File: src/rtl/countdown_seq_ctrl.sv
// Prescaled down-counter timer controller: load, step, terminal count, and
// either stop (one-shot) or reload (auto-reload).
module countdown_seq_ctrl #(
  parameter int WIDTH    = 4,
  parameter int PRESCALE = 1
) (
  input  logic             clk,
  input  logic             reset,
  input  logic             start,
  input  logic             abort,
  input  logic             hold,
  input  logic             auto_reload,
  input  logic [WIDTH-1:0] load_val,
  output logic [WIDTH-1:0] count,
  output logic             busy,
  output logic             done,
  output logic             tc
);

  localparam int PW = (PRESCALE > 1) ? $clog2(PRESCALE) : 1;
  localparam logic [PW-1:0] PS_LAST = PW'(PRESCALE - 1);

  typedef enum logic [1:0] {
    S_IDLE = 2'd0,
    S_RUN  = 2'd1,
    S_DONE = 2'd2
  } state_e;

  state_e           state_q, state_d;
  logic [WIDTH-1:0] count_q, count_d;
  logic [WIDTH-1:0] reload_q, reload_d;
  logic             mode_q, mode_d;
  logic [PW-1:0]    presc_q, presc_d;
  logic             tc_q, tc_d;

  always_ff @(posedge clk) begin
    if (reset) begin
      state_q  <= S_IDLE;
      count_q  <= '0;
      reload_q <= '0;
      mode_q   <= 1'b0;
      presc_q  <= '0;
      tc_q     <= 1'b0;
    end else begin
      state_q  <= state_d;
      count_q  <= count_d;
      reload_q <= reload_d;
      mode_q   <= mode_d;
      presc_q  <= presc_d;
      tc_q     <= tc_d;
    end
  end

  always_comb begin
    state_d  = state_q;
    count_d  = count_q;
    reload_d = reload_q;
    mode_d   = mode_q;
    presc_d  = presc_q;
    tc_d     = 1'b0;

    if (abort) begin
      state_d = S_IDLE;
      count_d = '0;
      presc_d = '0;
    end else begin
      unique case (state_q)
        S_IDLE, S_DONE: begin
          count_d = '0;
          if (start) begin
            reload_d = load_val;
            mode_d   = auto_reload;
            presc_d  = '0;
            // A zero one-shot load has nothing to count: finish immediately.
            if (load_val == '0 && !auto_reload) begin
              state_d = S_DONE;
              tc_d    = 1'b1;
            end else begin
              state_d = S_RUN;
              count_d = load_val;
            end
          end
        end

        S_RUN: begin
          if (!hold) begin
            if (presc_q == PS_LAST) begin
              presc_d = '0;
              if (count_q > WIDTH'(1)) begin
                count_d = count_q - WIDTH'(1);
              end else if (count_q == WIDTH'(1)) begin
                count_d = '0;
                tc_d    = 1'b1;
                if (!mode_q) state_d = S_DONE;
              end else begin
                // Only reachable in auto-reload; a zero reload pulses tc every step.
                count_d = reload_q;
                if (reload_q == '0) tc_d = 1'b1;
              end
            end else begin
              presc_d = presc_q + PW'(1);
            end
          end
        end

        default: begin
          state_d = S_IDLE;
          count_d = '0;
          presc_d = '0;
        end
      endcase
    end
  end

  assign count = count_q;
  assign busy  = (state_q == S_RUN);
  assign done  = (state_q == S_DONE);
  assign tc    = tc_q;

endmodule

File: config.mk
export PLATFORM = sky130hd
export DESIGN_NAME = countdown_seq_ctrl
export DESIGN_NICKNAME = d
export VERILOG_FILES = /design/src/rtl/countdown_seq_ctrl.sv
export SDC_FILE = /design/constraint.sdc
export NUM_CORES = 1
export LEC_CHECK = 0
export ABC_CLOCK_PERIOD_IN_PS = 1400
export CAP_MARGIN = 15
export CORE_MARGIN = 3
export CORE_UTILIZATION = 41
export DETAILED_ROUTE_END_ITERATION = 10
export PLACE_DENSITY = 0.72
export RECOVER_POWER = 25
export REMOVE_ABC_BUFFERS = 1
export SYNTH_ARGS = -nofsm -noshare
export SYNTH_HDL_FRONTEND = slang
export SYNTH_SLANG_ARGS = --single-unit
File: constraint.sdc
create_clock -name clk -period 1.4 [get_ports clk]
set_input_delay 0.28 -clock clk [delete_from_list [all_inputs] [get_ports clk]]
set_output_delay 0.28 -clock clk [all_outputs]
set_load 0.005 [all_outputs]
Yosys cells after proc, flatten, opt, wreduce, memory -nomap -nowiden
Cells that the tools add are included.

Bits in registers: 13. Bits of input ports: 10. Output and inout port bits: 7. Word-level logic and storage cells: 57.

$add $sub $neg: 2. Order comparisons: 1. Equality and inequality tests: 9. Mux-type cells: 27. Bitwise operators: 1. Reductions and logical operators: 11.

Operator list (count): $mux W4 (6); $mux W2 (7); $mux W1 (10); $ne A2 B2 Y1 const B (5); $logic_not A4 Y1 (2); $pmux W4 S2 (1); $reduce_and A6 Y1 (1); $eq A4 B1 Y1 const B (1); $gt A4 B1 Y1 const B (1); $pmux W1 S2 (2); $pmux W2 S2 (1); $reduce_and A2 Y1 (2); $reduce_or A2 Y1 (2); $sub A4 B1 Y4 const B (1); $reduce_and A3 Y1 (1); $eq A2 B1 Y1 const B (1); $eq A2 B2 Y1 const B (1); $logic_not A2 Y1 (1); $ne A2 B1 Y1 const B (1); $add A1 B1 Y1 const B (1); $logic_and A1 B1 Y1 (1); $logic_not A1 Y1 (1); $not A1 Y1 (1).

Logic depth before layout (Yosys ltp)
Gate-level depths: netlist (run 1).

Depth in word-level cells: 7. Depth in mapped cells: 6. Gate-level depth less buffers: 6.

Least setup slack after synthesis (run 1)
Ideal clock, no wire load.

Path type: register -> register. Start point: register count_q[0] (netlist: count[0]). End point: register count_q[1] (netlist: count[1]). Data arrival time: 1.408 ns. Data required time: 1.321 ns. Path slack: -0.088 ns. Stages on the path, launching flop included: 7. Clock period less this slack: 1.488 ns. Path through: dfxtp_1 inv_1 ha_1 or3b_4 mux2i_1 a22oi_1 a211oi_2.

Longest elaborated chain between the ends: 6.

RTL lines: start: declaration (line 30) `logic [WIDTH-1:0] count_q, count_d;`; start signal: assignment (line 46) `count_q <= count_d;`; parallel branches: the longest is 2 deep, another holds $sub A4 B1 Y4; $mux W4 * (line 89) `if (count_q > WIDTH'(1)) begin`; $mux W4 * (line 87) `if (presc_q == PS_LAST) begin`; $mux W4 * (line 86) `if (!hold) begin`; $pmux W4 S2 * (line 67) `unique case (state_q)`.

Every way passes the cells marked *. The select of a mux whose other input is x is not followed. A chain may end at the register's enable or synchronous reset.

Worst setup path after layout (run 1)
Start point: register count_q[1] (netlist: count[1]). End point: register count_q[0] (netlist: count[0]).

Longest elaborated chain between the ends: 6.

RTL lines (line): parallel branches: the longest is 2 deep, another holds $gt A4 B1 Y1; $mux W4 * (89); $mux W4 * (87); $mux W4 * (86); $pmux W4 S2 * (67).

Marked as above.

==> reports/results.tsv, run 1 <==
metric	value	unit
outcome	complete, but fails checks	
violations	setup timing	
via_count	675	
finClkSkew	0.00993	ns
grt_pass1_vias	703	
cts_inserted_buffers	3	
tightest_slew	0.346	ns
ys.flop_type	dfxtp_1	
final_cells	126	
synth_edf_count	0	
core_area	0.00140	mm²
drt-total-wl	1700	µm
drcViolationCount	0	
grt_pass1_wl	2890	µm
syn_inst	77	
max_freq	0.666	GHz
grt_usage	18.9	%
period_share	107	%
clockBufferDepth	2	
crit_path_start_kind	flop	
place_hpwl	1220	µm
hold_class	reg2reg	
die_area	0.00211	mm²
hold_viol	0	
power.total	852	µW
path_clk_slew	0.07	ns
dp_slack	-0.130	ns
initial_core_util	46.7	%
area_delta_synth_final	60.3	%
avgRoutedWirePerCell	13.5	µm
ant_nets	0	
synthArstFlopShare	0	%
die_x	45.9	µm
antenna_found_initial	0	
ys_seq_area_share	36.8	%
place.gp.congestion	0.843	
whs	0.530	ns
grt_max_degree	9	
synth.avg_cell_area	8.48	µm²
period_needed	1.50	ns
ys_ff_latch	12	
drtPass1Iterations	4	
grt_overflow_total	0	
final_nets	124	
pin_count	17	
clk_latency	0.28	ns
rsz0062_at_grt	true	
cp.required	1.57	ns
p_leak	0.471	nW
yosysWarnings	0	
fillers	120	
maxSlewViolCount	0	
arrival	1.67	ns
worstSetupEndpointType	flop	
port_buffers	16	
setup_viol	3	
row_count	13	
setup_ws	-0.102	ns
irDropWorstVdd	0.000611	V
maxCapViolCount	0	
cts_max_level	1	
drt-initial-drc-count	15	
fp.dieH	45.9	µm
max_slew_margin	76.6	%
path_max_fanout	3	
cts_root_buf	clkbuf_4	
drive_above_1_share	40.5	%
cts_tree	yes	
antenna_cells	0	
synth.distinct_cells	27	
final_core_util	74.9	%
critical_path_class	reg2reg	
dp.cells	118	
pwr_density_cell	813	mW/mm²
via_per_inst	5.36	
clock-sinks	12	
synth_area	653	µm²
-- final cells by class --
| type | instances | area (µm²) | area share, % |
|---|---|---|---|
| inverter | 4 | 15.0 | 1.43 |
| tap | 15 | 18.8 | 1.79 |
| timing repair buffer | 32 | 280 | 26.8 |
| sequential | 12 | 255 | 24.4 |
| clock buffer | 4 | 36.3 | 3.46 |
| multi-input combinational | 59 | 442 | 42.2 |
-- cells in the mapped netlist, types with 2 or more instances --
cell type	number	area, µm²
or2_2	2	12.5
nand2_1	5	18.8
inv_1	4	15.0
a311oi_1	2	17.5
mux2i_1	7	70.1
nor3_1	2	10.0
nand2b_1	2	12.5
a21oi_1	5	25.0
o21ai_0	2	10.0
nor2_1	15	56.3
nor4b_1	2	17.5
ha_1	2	25.0
a22oi_1	2	15.0
dfxtp_1	12	240
-- timing repair --
| item | in CTS | in global routing |
|---|---|---|
| hold buffers | 0 | 0 |
| buffers inserted | 4 | 0 |
| gates resized for setup | 22 | 13 |
| cloned | 0 | 0 |
| pin swaps | 1 | 8 |
| endpoints found under the setup margin | 13 | 9 |
-- cells in the final DEF (no fill, tap or decap), types with 2 or more instances in the layout --
cell	instances
buf_4	15
nor2_1	14
clkdlybuf4s50_1	10
mux2i_1	7
dfxtp_1	6
nand2_1	4
inv_2	3
a21oi_1	3
clkbuf_4	3
dfxtp_2	3
dfxtp_4	3
dlygate4sd2_1	3
nor2_2	2
or2_2	2
a311oi_1	2
nor3_1	2
a21oi_2	2
a22oi_1	2
dlymetal6s2s_1	2
-- cell families after synthesis --
| logic type | Yosys count | share of synthesized area [%] |
|---|---|---|
| flip-flops | 12 | 36.8 |
| buffers and inverters | 6 | 4.60 |
| AO/OA/AOI/OAI | 16 | 17.6 |
| adder cells (fa/ha/maj) | 2 | 3.83 |
| multiplexers | 7 | 10.7 |
| AND/OR/NAND/NOR | 34 | 26.4 |
-- state kept, by name, summed over array words and instances, names as in the netlist --
signal / cells
state_q: 2
reload_q: 4
tc: 1
mode_q: 1
count: 4
-- per-stage QoR --
stage               cell area, µm²  TNS (ns)
floorplan                      638    -0.164
global placement               907    -0.599
detailed placement             907    -0.838
CTS                           1010    -0.371
global route                  1050    -0.621
finish                        1050    -0.188
-- worst paths after layout --
check        slack [ns]  cells past startpoint                  endpoint                startpoint
min reg2reg        0.53                      2  reload_q[1]$_SDFFE_PP0P_  reload_q[1]$_SDFFE_PP0P_
max               -0.10                      6     count[0]$_SDFFE_PP0N_     count[1]$_SDFFE_PP0N_
max reg2reg       -0.10                      6     count[0]$_SDFFE_PP0N_     count[1]$_SDFFE_PP0N_
min                0.53                      2  reload_q[1]$_SDFFE_PP0P_  reload_q[1]$_SDFFE_PP0P_
-- worst max-delay path, cell delays in order, from the launching register on --
cell      delay [ns]
dfxtp_2         0.33
inv_2           0.07
ha_4            0.14
or3b_4          0.40
nand2_2         0.06
o211ai_1        0.09
a311oi_1        0.31
-- routing by layer --
metal,vias up,wire length (µm),GRT usage [%]
li1,344,-,-
met1,309,752,22.4
met2,20,861,33.0
met3,2,75,3.56
met4,0,10,6.82
met5,-,0,0
-- power breakdown --
group | switching (mW) | total, mW | internal (mW) | leakage, nW
Sequential | 0.0152 | 0.369 | 0.354 | 0.101
Combinational | 0.0845 | 0.198 | 0.114 | 0.348
Clock | 0.126 | 0.285 | 0.158 | 0.0210
(Power assumes the default switching activity.)
==> inputs of run 2 (changes only) <==
--- a/config.mk
+++ b/config.mk
@@ -7,7 +7,7 @@
 export LEC_CHECK = 0
 export ABC_CLOCK_PERIOD_IN_PS = 1400
 export CAP_MARGIN = 15
-export CORE_MARGIN = 3
+export CORE_MARGIN = 2
 export CORE_UTILIZATION = 41
 export DETAILED_ROUTE_END_ITERATION = 10
 export PLACE_DENSITY = 0.72
==> reports/results.tsv, run 2 (synthesis gave the netlist of run 1 again) <==
metric	value	unit	change
outcome	complete, but fails checks		unchanged
violations	setup timing		unchanged
rsz0062_at_grt	true		unchanged
cpLargestDelayFamily	simple AND/OR/NAND/NOR gates		unchanged
fillers	147		was 120
cts_root_buf	clkbuf_4		unchanged
maxCapViolCount	0		unchanged
hold_viol	0		unchanged
ant_nets	0		unchanged
pin_count	17		unchanged
grtUsageMet1	21.0	%	was 22.4%
drt-initial-drc-count	24		was 15
finClkSkew	0.00198	ns	was 0.00993 ns
setup_viol	3		unchanged
p_leak	0.440	nW	was 0.471 nW
period_share	103	%	was 107%
final_common_cell	nor2_1		was buf_4
cts_tree	yes		unchanged
grt_pass1_wl	2530	µm	was 2890 µm
max_slew_margin	81.2	%	was 76.6%
fin_tns_setup	-0.0742	ns	was -0.188 ns
avgRoutedWirePerCell	12.7	µm	was 13.5 µm
pwr_density_cell	766	mW/mm²	was 813 mW/mm²
setup_ws	-0.0407	ns	was -0.102 ns
critical_path_class	reg2reg		unchanged
port_buffers	16		unchanged
worstSetupEndpointType	flop		unchanged
crit_buf_inv	1		unchanged
clockBufferDepth	2		unchanged
period_needed	1.44	ns	was 1.50 ns
grt_overflow_total	0		unchanged
mostFrequentLayoutCells	nor2_1 (15), buf_4 (14), clkdlybuf4s50_1 (10)		was buf_4 (15), nor2_1 (14), clkdlybuf4s50_1 (10)
drtPass1Iterations	4		unchanged
initial_core_util	43.4	%	was 46.7%
die_area	0.00193	mm²	was 0.00211 mm²
maxSlewViolCount	0		unchanged
row_count	14		was 13
antenna_cells	0		unchanged
power.total	762	µW	was 852 µW
area_delta_synth_final	52.3	%	was 60.3%
cts_max_level	1		unchanged
via_count	667		was 675
cp.required	1.55	ns	was 1.57 ns
drt-total-wl	1580	µm	was 1700 µm
die_x	43.9	µm	was 45.9 µm
antenna_found_initial	0		unchanged
dp_slack	-0.133	ns	was -0.130 ns
cpPeakStageDelay	0.39	ns	was 0.40 ns
arrival	1.59	ns	was 1.67 ns
irDropWorstVdd	0.000630	V	was 0.000611 V
grt_max_degree	9		unchanged
drcViolationCount	0		unchanged
path_clk_slew	0.07	ns	about the same
grt_usage	18.0	%	was 18.9%
multiInputGateArea	424	µm²	was 442 µm²
max_freq	0.694	GHz	was 0.666 GHz
final_nets	122		was 124
stdcell_area	995	µm²	was 0.00105 mm²
worstPathCellList	inv_2 -> ha_4 -> or3b_4 -> mux2i_1 -> a22oi_1 -> a211oi_2		was inv_2 -> ha_4 -> or3b_4 -> nand2_2 -> o211ai_1 -> a311oi_1
crit_slowest_cell	or3b_4		unchanged
via_per_inst	5.38		was 5.36
grt_pass1_vias	612		was 703
hold_class	reg2reg		unchanged
drive_above_1_share	33.3	%	was 40.5%
path_max_fanout	4		was 3
place.gp.congestion	0.796		was 0.843
place_hpwl	1110	µm	was 1220 µm
tightest_slew	0.281	ns	was 0.346 ns
cts_inserted_buffers	3		unchanged
core_area	0.00151	mm²	was 0.00140 mm²
met2_usage	30.0	%	was 33.0%
grt-busiest-layer	met2		unchanged
grtUsageMet3	3.75	%	was 3.56%
seqCellArea	255	µm²	unchanged
clock-sinks	12		unchanged
fp.dieH	43.9	µm	was 45.9 µm
clk_latency	0.27	ns	was 0.28 ns
placed_area	886	µm²	was 907 µm²
crit_path_start_kind	flop		unchanged
[run 2: area by class of cell]
class	count	area share [%]
flip-flops and latches	12	25.7
repair buffers	30	25.9
multi-input cells	59	42.6
clock buffers	3	2.26
inverters	4	1.51
well taps	16	2.01
[run 2: worst reg2reg max path: stages (launching register included)]
cell      delay [ns]
dfxtp_2         0.33
inv_2           0.07
ha_4            0.14
or3b_4          0.39
mux2i_1         0.12
a22oi_1         0.19
a211oi_2        0.09
[run 2: power breakdown]
group	internal [mW]	switching, mW	leakage [nW]
Clock	0.0995	0.106	0.0138
Combinational	0.109	0.0774	0.325
Sequential	0.354	0.0164	0.101
Total	0.562	0.200	0.440
[run 2: metal layers]
layer,vias to the layer above,share of wire [%]
met3,4,5.1
met2,20,48
met4,0,1.5
met1,305,45
met5,-,0
li1,338,-
[run 2: final timing paths]
path | from | to | slack (ns) | cells past startpoint
setup / recovery | count[1]$_SDFFE_PP0N_ | count[1]$_SDFFE_PP0N_ | -0.04 | 6
hold reg to reg | mode_q$_SDFFE_PP0P_ | mode_q$_SDFFE_PP0P_ | 0.54 | 2
hold / removal | mode_q$_SDFFE_PP0P_ | mode_q$_SDFFE_PP0P_ | 0.54 | 2
setup reg to reg | count[1]$_SDFFE_PP0N_ | count[1]$_SDFFE_PP0N_ | -0.04 | 6
[run 2: timing repair]
item,CTS,global route
setup buffers,3,2
endpoints found under the setup margin,13,9
resized for setup,23,4
gates cloned,0,0
pin swaps,2,5
hold buffers,0,0
[run 2: metrics by stage]
stage / hold WS (ns) / util (%) / instances
6_report: 0.536 / 66.0 / 124
5_1_grt: 0.558 / 66.0 / 124
4_1_cts: 0.541 / 64.5 / 122
3_5_place_dp: 0.516 / 58.8 / 116
3_3_place_gp: 0.492 / 58.8 / 116
2_1_floorplan: 0.352 / - / 75
